--- config.mk ---
export PLATFORM = sky130hd
export DESIGN_NAME = clint_timer
export DESIGN_NICKNAME = d
export VERILOG_FILES = /design/src/rtl/rei_pkg.sv /design/src/rtl/clint_bytewrite.sv /design/src/rtl/clint_timer.sv
export SDC_FILE = /design/constraint.sdc
export NUM_CORES = 1
export LEC_CHECK = 0
export CORE_UTILIZATION = 59
export CTS_CLUSTER_DIAMETER = 100
export DETAILED_ROUTE_END_ITERATION = 8
export GPL_TIMING_DRIVEN = 0
export PLACE_DENSITY = 0.91
export SETUP_SLACK_MARGIN = 0.1
export SLEW_MARGIN = 10
export SYNTH_ARGS = -nofsm -noshare
export SYNTH_HDL_FRONTEND = slang
export SYNTH_HIERARCHICAL = 1
export SYNTH_SLANG_ARGS = --single-unit
--- constraint.sdc ---
create_clock -name clk_i -period 4.6 [get_ports clk_i]
set_input_delay 0.46 -clock clk_i [delete_from_list [all_inputs] [get_ports clk_i]]
set_output_delay 0.46 -clock clk_i [all_outputs]
set_load 0.03 [all_outputs]
--- src/rtl/rei_pkg.sv ---
// Shared definitions for the core-local interruptor: register offsets and address decode.
package rei_pkg;

  localparam logic [15:0] CLINT_MSIP_OFF     = 16'h0000;
  localparam logic [15:0] CLINT_MTIMECMP_OFF = 16'h4000;
  localparam logic [15:0] CLINT_MTIME_OFF    = 16'hBFF8;

  typedef enum logic [2:0] {
    REG_MSIP,
    REG_MTIMECMP_LO,
    REG_MTIMECMP_HI,
    REG_MTIME_LO,
    REG_MTIME_HI,
    REG_NONE
  } clint_reg_e;

  // Map an in-window byte offset to a register; the low two address bits are ignored.
  function automatic clint_reg_e clint_decode(input logic [15:0] off);
    logic [15:0] word_off;
    clint_reg_e  sel;
    word_off = {off[15:2], 2'b00};
    sel      = REG_NONE;
    if (word_off == CLINT_MSIP_OFF) begin
      sel = REG_MSIP;
    end else if (word_off == CLINT_MTIMECMP_OFF) begin
      sel = REG_MTIMECMP_LO;
    end else if (word_off == (CLINT_MTIMECMP_OFF + 16'd4)) begin
      sel = REG_MTIMECMP_HI;
    end else if (word_off == CLINT_MTIME_OFF) begin
      sel = REG_MTIME_LO;
    end else if (word_off == (CLINT_MTIME_OFF + 16'd4)) begin
      sel = REG_MTIME_HI;
    end
    return sel;
  endfunction

endpackage

--- src/rtl/clint_bytewrite.sv ---
// Masked 32-bit byte-lane merge: lanes with a set strobe take wdata, others keep old.
module clint_bytewrite (
  input  logic [31:0] old_i,
  input  logic [31:0] wdata_i,
  input  logic [3:0]  wstrb_i,
  output logic [31:0] new_o
);

  // Per-lane select between the stored and the written byte.
  always_comb begin
    new_o = old_i;
    for (int i = 0; i < 4; i++) begin
      if (wstrb_i[i]) begin
        new_o[8*i +: 8] = wdata_i[8*i +: 8];
      end
    end
  end

endmodule

--- src/rtl/clint_timer.sv ---
// Core-local interruptor: mtime/mtimecmp machine timer and msip, on the data bus.
// Optional build macro CLINT_TIMER_PRESCALER_EN: mtime advances once every PRESCALE
// cycles instead of every cycle.
module clint_timer
  import rei_pkg::*;
#(
  parameter int unsigned      XLEN      = 32,
  parameter logic [XLEN-1:0]  BASE_ADDR = 32'h0200_0000,
  parameter int unsigned      PRESCALE  = 1
) (
  input  logic              clk_i,
  input  logic              rst_ni,
  input  logic [XLEN-1:0]   addr_i,
  input  logic              arvalid_i,
  input  logic              wvalid_i,
  input  logic [XLEN-1:0]   wdata_i,
  input  logic [XLEN/8-1:0] wstrb_i,
  output logic [XLEN-1:0]   rdata_o,
  output logic              mtip_o,
  output logic              msip_o
);

  logic        hit;
  logic        we;
  clint_reg_e  sel;
  logic        tick;

  logic        msip_q, msip_d;
  logic [63:0] mtime_q, mtime_d;
  logic [63:0] mtimecmp_q, mtimecmp_d;
  logic [63:0] mtime_inc;
  logic [31:0] rdata_q, rdata_d;
  logic [31:0] rd_mux;
  logic        mtip_q, mtip_d;

  logic [31:0] msip_new;
  logic [31:0] cmp_lo_new, cmp_hi_new;
  logic [31:0] mt_lo_new, mt_hi_new;

  assign hit = (addr_i[XLEN-1:16] == BASE_ADDR[XLEN-1:16]);
  assign sel = hit ? clint_decode(addr_i[15:0]) : REG_NONE;
  assign we  = wvalid_i && hit;

`ifdef CLINT_TIMER_PRESCALER_EN
  localparam int unsigned    PsW    = $clog2(PRESCALE + 1);
  localparam logic [PsW-1:0] PsLast = PsW'(PRESCALE - 1);

  logic [PsW-1:0] ps_q, ps_d;

  assign tick = (ps_q == PsLast);
  assign ps_d = tick ? '0 : ps_q + PsW'(1);

  // Prescale counter; free-running, untouched by mtime writes.
  always_ff @(posedge clk_i) begin
    if (!rst_ni) begin
      ps_q <= '0;
    end else begin
      ps_q <= ps_d;
    end
  end

  logic unused_bits;
  assign unused_bits = ^{addr_i[1:0], msip_new[31:1]};
`else
  assign tick = 1'b1;

  logic unused_bits;
  assign unused_bits = ^{addr_i[1:0], msip_new[31:1], (PRESCALE == 0)};
`endif

  // Byte-lane merges for each writable word, always against the pre-edge value.
  clint_bytewrite u_bw_msip (
    .old_i   ({31'b0, msip_q}),
    .wdata_i (wdata_i),
    .wstrb_i (wstrb_i),
    .new_o   (msip_new)
  );

  clint_bytewrite u_bw_cmp_lo (
    .old_i   (mtimecmp_q[31:0]),
    .wdata_i (wdata_i),
    .wstrb_i (wstrb_i),
    .new_o   (cmp_lo_new)
  );

  clint_bytewrite u_bw_cmp_hi (
    .old_i   (mtimecmp_q[63:32]),
    .wdata_i (wdata_i),
    .wstrb_i (wstrb_i),
    .new_o   (cmp_hi_new)
  );

  clint_bytewrite u_bw_mt_lo (
    .old_i   (mtime_q[31:0]),
    .wdata_i (wdata_i),
    .wstrb_i (wstrb_i),
    .new_o   (mt_lo_new)
  );

  clint_bytewrite u_bw_mt_hi (
    .old_i   (mtime_q[63:32]),
    .wdata_i (wdata_i),
    .wstrb_i (wstrb_i),
    .new_o   (mt_hi_new)
  );

  // Next-state: increment on tick, then a written mtime half overrides the increment.
  always_comb begin
    msip_d     = msip_q;
    mtimecmp_d = mtimecmp_q;
    mtime_inc  = tick ? mtime_q + 64'd1 : mtime_q;
    mtime_d    = mtime_inc;
    if (we) begin
      case (sel)
        REG_MSIP:        msip_d            = msip_new[0];
        REG_MTIMECMP_LO: mtimecmp_d[31:0]  = cmp_lo_new;
        REG_MTIMECMP_HI: mtimecmp_d[63:32] = cmp_hi_new;
        REG_MTIME_LO:    mtime_d[31:0]     = mt_lo_new;
        REG_MTIME_HI:    mtime_d[63:32]    = mt_hi_new;
        default:         ;
      endcase
    end
    mtip_d = (mtime_d >= mtimecmp_d);
  end

  // Read mux on pre-edge state; a miss or non-read yields zero for OR-merging.
  always_comb begin
    rd_mux = '0;
    case (sel)
      REG_MSIP:        rd_mux = {31'b0, msip_q};
      REG_MTIMECMP_LO: rd_mux = mtimecmp_q[31:0];
      REG_MTIMECMP_HI: rd_mux = mtimecmp_q[63:32];
      REG_MTIME_LO:    rd_mux = mtime_q[31:0];
      REG_MTIME_HI:    rd_mux = mtime_q[63:32];
      default:         rd_mux = '0;
    endcase
    rdata_d = arvalid_i ? rd_mux : '0;
  end

  // Architectural state and registered outputs.
  always_ff @(posedge clk_i) begin
    if (!rst_ni) begin
      msip_q     <= 1'b0;
      mtime_q    <= '0;
      mtimecmp_q <= '1;
      rdata_q    <= '0;
      mtip_q     <= 1'b0;
    end else begin
      msip_q     <= msip_d;
      mtime_q    <= mtime_d;
      mtimecmp_q <= mtimecmp_d;
      rdata_q    <= rdata_d;
      mtip_q     <= mtip_d;
    end
  end

  assign rdata_o = rdata_q;
  assign mtip_o  = mtip_q;
  assign msip_o  = msip_q;

endmodule

## Yosys cells after proc, flatten, opt, wreduce, memory -nomap -nowiden

Cells that the tools add are included.

| word-level totals | value |
|---|---|
| output and inout port bits | 34 |
| bits in registers | 162 |
| input bits | 72 |

| cells by class | value |
|---|---|
| reduce and logical (&&, ||, !) cells | 5 |
| muxes and demuxes | 29 |
| add/subtract/negate cells | 1 |
| equal/unequal tests | 9 |
| order comparisons | 1 |

Operators with widths:

| cell | number |
|---|---|
| $pmux 32 s5 | 1 |
| $mux 32 | 4 |
| $mux 64 | 2 |
| $mux 8 | 16 |
| $add 64x1->64 const B | 1 |
| $ge 64x64->1 | 1 |
| $eq 14x13->1 const B | 2 |
| $eq 14x14->1 const B | 2 |
| $eq 16x10->1 const B | 1 |
| $mux 3 | 5 |
| $logic_not 14->1 | 1 |
| $eq 3x2->1 const B | 2 |
| $eq 3x1->1 const B | 1 |
| $eq 3x3->1 const B | 1 |
| $logic_not 3->1 | 1 |
| $reduce_and 3->1 | 1 |
| $reduce_and 2->1 | 1 |
| $logic_and 1x1->1 | 1 |
| $mux 1 | 1 |

## Depth between registers and ports, before layout

Gate-level depths: netlist of the first run.

| logic depth | value |
|---|---|
| depth after elaboration | 11 |
| mapped depth | 16 |
| depth with buffers taken out | 13 |

## Modules after synthesis

The synthesis of the first run kept the hierarchy.

By module, submodules not included:

| module | seq. area each (µm²) | cells an instance | instances | area each (µm²) |
|---|---|---|---|---|
| clint_timer | 3243.1 | 1058 | 1 | 9288.9 |
| clint_bytewrite | 0.0 | 36 | 5 | 525.5 |

## Worst setup path before layout of the first run

No wires, ideal clock.

| timing | value |
|---|---|
| path type | input to register |
| start point | input addr_i[19] |
| end point | register mtip_q (netlist: mtip_o) |
| slack | 1.306 ns |
| setup time | 0.153 ns |
| required time | 4.447 ns |
| cell stages on the path | 14 |
| arrival | 3.141 ns |
| cells stage by stage | nor4b_1 and4_1 nand2_1 or2_2 buf_2 buf_6 mux2i_1 ha_1 a21o_1 a221o_1 a221oi_1 nand2_1 a211oi_1 a221oi_1 |

| on the way | value |
|---|---|
| longest elaborated chain between the ends | 6 |

RTL lines:

| what | line | RTL |
|---|---|---|
| from (decl) | clint_timer.sv:13 | `input logic [XLEN-1:0] addr_i,` |
| $eq 16x10->1 * | clint_timer.sv:40 | `assign hit = (addr_i[XLEN-1:16] == BASE_ADDR[XLEN-1:16]);` |
| $mux 3 | clint_timer.sv:41 | `assign sel = hit ? clint_decode(addr_i[15:0]) : REG_NONE;` |
| $eq 3x2->1 (tied with other cells) | clint_timer.sv:114 | `case (sel)` |
| $mux 32 | clint_timer.sv:114 |  |
| $mux 64 | clint_timer.sv:113 | `if (we) begin` |
| $ge 64x64->1 * | clint_timer.sv:123 | `mtip_d = (mtime_d >= mtimecmp_d);` |
| to (signal assigned) | clint_timer.sv:153 | `mtip_q <= mtip_d;` |
| to (decl) | clint_timer.sv:34 | `logic mtip_q, mtip_d;` |

Every way passes the cells marked *; elsewhere a longest branch is shown, timed or not.
A chain may end at the register's enable or synchronous reset.

## Worst setup path after layout of the first run

| timing | value |
|---|---|
| start point | input addr_i[8] |
| end point | register mtip_q (netlist: mtip_o) |

| on the way | value |
|---|---|
| longest elaborated chain between the ends | 11 |

RTL lines:

| what | line | RTL |
|---|---|---|
| $eq 14x14->1 | rei_pkg.sv:31 | `end else if (word_off == (CLINT_MTIME_OFF + 16'd4)) begin` |
| $mux 1 | rei_pkg.sv:31 |  |
| $mux 3 | rei_pkg.sv:29 | `end else if (word_off == CLINT_MTIME_OFF) begin` |
| $mux 3 | rei_pkg.sv:27 | `end else if (word_off == (CLINT_MTIMECMP_OFF + 16'd4)) begin` |
| $mux 3 | rei_pkg.sv:25 | `end else if (word_off == CLINT_MTIMECMP_OFF) begin` |
| $mux 3 * | rei_pkg.sv:23 | `if (word_off == CLINT_MSIP_OFF) begin` |
| $mux 3 * | clint_timer.sv:41 |  |
| $eq 3x2->1 (tied with other cells) | clint_timer.sv:114 |  |
| $mux 32 | clint_timer.sv:114 |  |
| $mux 64 | clint_timer.sv:113 |  |
| $ge 64x64->1 * | clint_timer.sv:123 |  |

Marked as above.

==> results.md, run 1 <==
* Outcome: complete, no violations
* Synth Net Count at 1340
* Hold buffer count at CTS at 0
* Delay-heaviest family, CP: simple AND/OR/NAND/NOR gates
* Setup CP Type: in2reg
* Final GP Congestion at 0.998
* Row cnt at 50
* Initial core utilization at 60.6%
* I/O Buffers at 97
* Detail Route Antenna Nets at 0
* Min-Delay Path Class: in2reg
* Worst slew pin tran at 0.911 ns
* Clock Skews at 0.00880 ns
* Area of the multi-input gates at 7690 sq um
* Reg2Reg Depth at 14
* CTS tree: yes
* Final Slew Violations at 0
* Area Growth Syn to Fin at 16.9%
* Crit path to: mtip_o$_SDFF_PN0_
* PD cells at 236 nW/um^2
* Worst Path Buf+Inv at 2
* Slowest CP cell: nor4_1
* Crit path capture type: flip-flop
* Chip height at 141 microns
* Utilization after layout at 70.8%
* Period utilization at 94.3%
* Clk slew on worst S/H paths at 0.06 ns
* Fin nets at 1456
* Yosys warnings at 6
* Worst-Skew Late Latency at 0.45 ns
* Total Power at 3.15 mW
* Setup_tns at 0 ns
* RSZ-0062 raised after global routing: no
* Final hold violation count at 0
* Peak fanout along the critical path at 10
* P_leak at 5.92 nW
* Die width at 141 microns
* Crit-path cells: clkdlybuf4s50_1 > nor4_1 > nand4b_1 > nor2_2 > nand3_2 > buf_2 > mux2i_1 > ha_1 > nand4_1 > nor4_4 > nor4b_2 > o311ai_0 > a221oi_2
* Via density at 6.69
* Detailed-route DRC error count at 0
* R2R Setup Slk at 0.43 ns
* Max cap viols at 0
* Reg area at 3240 sq um
* ANT cells at 0
* CORE AREA at 18800 sq um
* Share of cells above drive strength 1 at 18.7%
* Reg2reg end: mtip_o$_SDFF_PN0_
* Achievable Freq at 231 MHz
* DRT Pass-1 Iters at 9
* Number of DRC markers in iteration 0 at 1621
* R2r startpoint: mtime_q[0]$_SDFF_PN0_
* TritonCTS buffer count at 17
* Grt total ovfl at 0
* CP required at 4.93 ns
* Via Count at 10652
* Dpl hpwl at 25400 microns
* Filler cells at 1294
* Worst vdd ir at 0.000266 V
* Cell area after synthesis at 11400 sq um
* Slew HR at 39.3%
* Clock tree sinks at 162
* First-pass GRT wire length at 56000 microns
* Final setup viols at 0
* DR WL/cell at 22.5 microns
* CP Depth at 13
* Post-CTS Setup Bufs at 0
* Worst EP arrival at 4.67 ns
* Vias in the first global route at 10637
* Initial antenna violation count at 0
* Largest net degree at the start of global routing at 17
* Clock root buffer master: clkbuf_16
* GRT Util Overall at 36.5%
* Startpoint Class: input pin
* CTS H-Tree Depth at 4
* IO Pins at 106
* Cells after Synth at 1203
* CTS Buffer Depth at 2
* Peak per-stage delay on the critical path at 0.44 ns
* Tmin final at 4.34 ns
* Mean Syn Cell Area at 9.49 sq um
* Die area at 19900 sq um
* Post-Route WL at 35900 microns
* CP Launch Point: addr_i[8]
## power by group
part / switching [mW] / internal, mW
clock network: 0.634 / 0.813
logic: 0.120 / 0.171
registers: 0.00306 / 1.40
total: 0.757 / 2.39
## tightest hold or removal path, delay by kind of cell
kind | cells | cell delay [ns]
muxes | 2 | 0.20
buffers and inverters | 1 | 0.07
and+or+nand+nor | 1 | 0.07
## per-stage QoR
step,instance area (sq um),setup slack [ns],hold slack [ns],instances
final,13300,0.264,0.383,1592
after global routing,13300,0.162,0.445,1592
after CTS,13300,0.104,0.385,1592
after detailed placement,12700,-0.853,0.532,1560
after global placement,12700,-0.661,0.516,1560
after floorplan,11400,1.31,0.496,1203
## flip-flops by register name (all words and copies together) (netlist names)
register    flops
msip_o          1
mtime_q        64
mtimecmp_q     64
mtip_o          1
rdata_o        32
## layout make-up
type	instances	area share, %
Timing Repair Buffer	97	7.28
Clock inverter	13	1.01
Sequential cell	162	24.3
Buffer	83	3.77
Multi-Input combinational cell	951	57.7
Inverter	7	0.197
Tap cell	260	2.44
Clock buffer	19	3.32
## per-layer routing
metal	global-route usage, %	routed length, microns	vias to the layer above
li1	-	-	4669
met1	42.3	13500	5062
met2	59.4	16600	727
met3	8.80	3640	194
met4	25.3	2070	0
met5	0	0	-
## how the worst min path moves through the flow
| stage | startpoint | cells past startpoint | to |
|---|---|---|---|
| floorplan | mtimecmp_q[35]$_SDFF_PN1_ | 2 | mtimecmp_q[35]$_SDFF_PN1_ |
| global placement | mtimecmp_q[17]$_SDFF_PN1_ | 2 | mtimecmp_q[17]$_SDFF_PN1_ |
| detailed placement | mtimecmp_q[38]$_SDFF_PN1_ | 2 | mtimecmp_q[38]$_SDFF_PN1_ |
| CTS | wstrb_i[0] | 4 | msip_o$_SDFFE_PN0P_ |
| global route | wstrb_i[0] | 4 | msip_o$_SDFFE_PN0P_ |
| finish | wstrb_i[0] | 4 | msip_o$_SDFFE_PN0P_ |
## layout by cell type (no fill, tap or decap), drive strengths merged, types with 7 or more instances in the layout
cell / n
dfxtp: 162
nor2: 141
mux2: 131
nand2: 109
clkdlybuf4s50: 97
a21oi: 66
mux2i: 65
ha: 65
clkbuf: 64
xnor2: 41
nor3: 41
buf: 38
nand3: 33
a22o: 31
a222oi: 31
nand4: 31
a211oi: 28
and2: 25
and3: 16
xor2: 16
nor4: 15
o21ai: 13
and4: 11
inv: 8
clkinv: 8
o21a: 7
## timing repair
item	CTS	global route
hold endpoints to repair	0	0
endpoints found under the setup margin	1	1
pin swaps	0	0
cloned	0	0
gates resized for setup	5	6
(Power assumes the default switching activity.)
==> run 2, diff against run 1 <==
Settings changed: TNS_END_PERCENT from default to 50.
==> results of run 2 <==
No change in the layout: final DEF, timing and power equal those of run 1.
==> run 3, diff against run 2 <==
Settings changed: CTS_BUF_LIST from default to sky130_fd_sc_hd__clkbuf_16.
==> results.md, run 3 (synthesis results as in run 1) <==
* Min Hold Slack at 0.386 ns
* ANT cells at 0
* Filler cells at 1295
* Clock Skews at 0.0124 ns
* P_leak at 5.94 nW
* Startpoint Class: input pin
* Setup CP Type: in2reg
* Initial core utilization at 60.6%
* Slew HR at 41.0%
* Reg area at 3240 sq um
* Chip height at 141 microns
* Clock root buffer master: clkbuf_16
* Final GP Congestion at 0.998
* DRT Pass-1 Iters at 9
* I/O Buffers at 97
* Via Count at 10667
* Area Growth Syn to Fin at 16.8%
* Detailed-route DRC error count at 0
* Worst EP arrival at 4.70 ns
* Largest net degree at the start of global routing at 17
* Row cnt at 50
* CP required at 4.94 ns
* Min-Delay Path Class: in2reg
* CORE AREA at 18800 sq um
* Setup_tns at 0 ns
* Area of the multi-input gates at 7700 sq um
* Worst-Skew Late Latency at 0.45 ns
* DR WL/cell at 22.5 microns
* Worst setup margin at 0.234 ns
* Achievable Freq at 229 MHz
* Utilization after layout at 70.8%
* Worst slew pin tran at 0.886 ns
* Final hold violation count at 0
* Die width at 141 microns
* Peak per-stage delay on the critical path at 0.45 ns
* CTS Buffer Depth at 2
* Most frequent cells in the layout: dfxtp_1 (162), nor2_1 (139), mux2_4 (129), nand2_1 (109), clkdlybuf4s50_1 (97)
* Worst Path Buf+Inv at 4
* Vias in the first global route at 10615
* Crit-path cells: clkdlybuf4s50_1 > nor4b_1 > and4_1 > buf_2 > nand4b_1 > buf_2 > clkbuf_1 > nor2_1 > nor2_1 > ha_1 > nand4_1 > nor4_4 > nor4b_4 > o311ai_0 > a221oi_2
* Via density at 6.70
* Post-Place Setup Slack at -0.853 ns
* Clk slew on worst S/H paths at 0.06 ns
* Max cap viols at 0
* RSZ-0062 raised after global routing: no
* Final setup viols at 0
* Final Slew Violations at 0
* Clock tree sinks at 162
* Die area at 19900 sq um
* Worst vdd ir at 0.000265 V
* Outcome: complete, no violations
* First-pass GRT wire length at 55800 microns
* TritonCTS buffer count at 17
* Commonest non-fill, non-tap cell in the layout: dfxtp_1
* Grt total ovfl at 0
* Min-delay src: wstrb_i[0]
* Slowest CP cell: nor4_4
* Peak fanout along the critical path at 10
* Share of cells above drive strength 1 at 18.6%
* Detail Route Antenna Nets at 0
* Tmin final at 4.37 ns
* CTS H-Tree Depth at 4
* Delay-heaviest family, CP: simple AND/OR/NAND/NOR gates
* CP Launch Point: addr_i[19]
* Post-CTS Setup Bufs at 0
* Total Power at 3.13 mW
* Crit path capture type: flip-flop
* Dpl hpwl at 25400 microns
* IO Pins at 106
* PD cells at 234 nW/um^2
* CTS tree: yes
* Hold buffer count at CTS at 0
* Period utilization at 94.9%
* Number of DRC markers in iteration 0 at 1607
* GRT Util Overall at 36.3%
* Fin nets at 1456
* Initial antenna violation count at 0
* Post-Route WL at 35900 microns
* R2r startpoint: mtime_q[0]$_SDFF_PN0_
==> run 3: cell count changes in the layout (fill, tap and decap cells not counted) <==
cell      previous run  this run
buf_2               14        15
clkbuf_1            44        43
clkbuf_4             1         0
clkbuf_8             1         0
clkinv_1             1         2
inv_1                6         7
nor4b_2              1         0
nor4b_4              1         2
==> run 3: area by class of cell <==
cell class | instances | share of cell area [%]
plain buffers | 83 | 3.75
clock buffers | 17 | 3.19
clock inverters | 15 | 1.07
inverters | 7 | 0.197
multi-input cells | 951 | 57.8
flip-flops and latches | 162 | 24.3
well taps | 260 | 2.44
repair buffers | 97 | 7.28
==> run 3: routing by layer <==
| metal | GRT usage [%] | routed length [microns] | vias to the layer above |
|---|---|---|---|
| li1 | - | - | 4674 |
| met1 | 42.0 | 13300 | 5014 |
| met2 | 59.2 | 16600 | 785 |
| met3 | 8.83 | 3830 | 194 |
| met4 | 25.2 | 2150 | 0 |
| met5 | 0 | 0 | - |
==> run 3: through the flow <==
stage,cell area [sq um],cells
final,13300,1592
after CTS,13300,1592
after global placement,12700,1560
after global routing,13300,1592
after detailed placement,12700,1560
after floorplan,11400,1203
==> run 3: worst reg2reg max path: cells and delay by family (launching register included) <==
kind / cells / cell delay (ns)
XOR/XNOR: 1 / 0.21
flip-flops: 1 / 0.40
AND/OR/NAND/NOR: 6 / 1.36
adder cells (fa/ha/maj): 2 / 0.52
buffers and inverters: 1 / 0.46
AO/OA/AOI/OAI: 4 / 1.09
==> run 3: final timing paths <==
check                                            endpoint  slack (ns)  depth (start not counted)
worst max register to register          mtip_o$_SDFF_PN0_        0.40                         14
worst min-delay path                  msip_o$_SDFFE_PN0P_        0.39                          4
worst min register to register  mtimecmp_q[19]$_SDFF_PN1_        0.55                          2
worst max-delay path                    mtip_o$_SDFF_PN0_        0.23                         15
==> run 3: power by group <==
group	total, mW	leakage, nW	internal (mW)	switching (mW)
Clock	1.43	0.282	0.794	0.633
Combinational	0.291	4.35	0.171	0.120
Sequential	1.41	1.31	1.40	0.00310
Total	3.13	5.94	2.37	0.756
==> run 3: timing repair <==
item                       CTS  global route
pin swaps                    0             0
gates resized for setup      5             6
gates cloned                 0             0
setup endpoints to repair    1             1
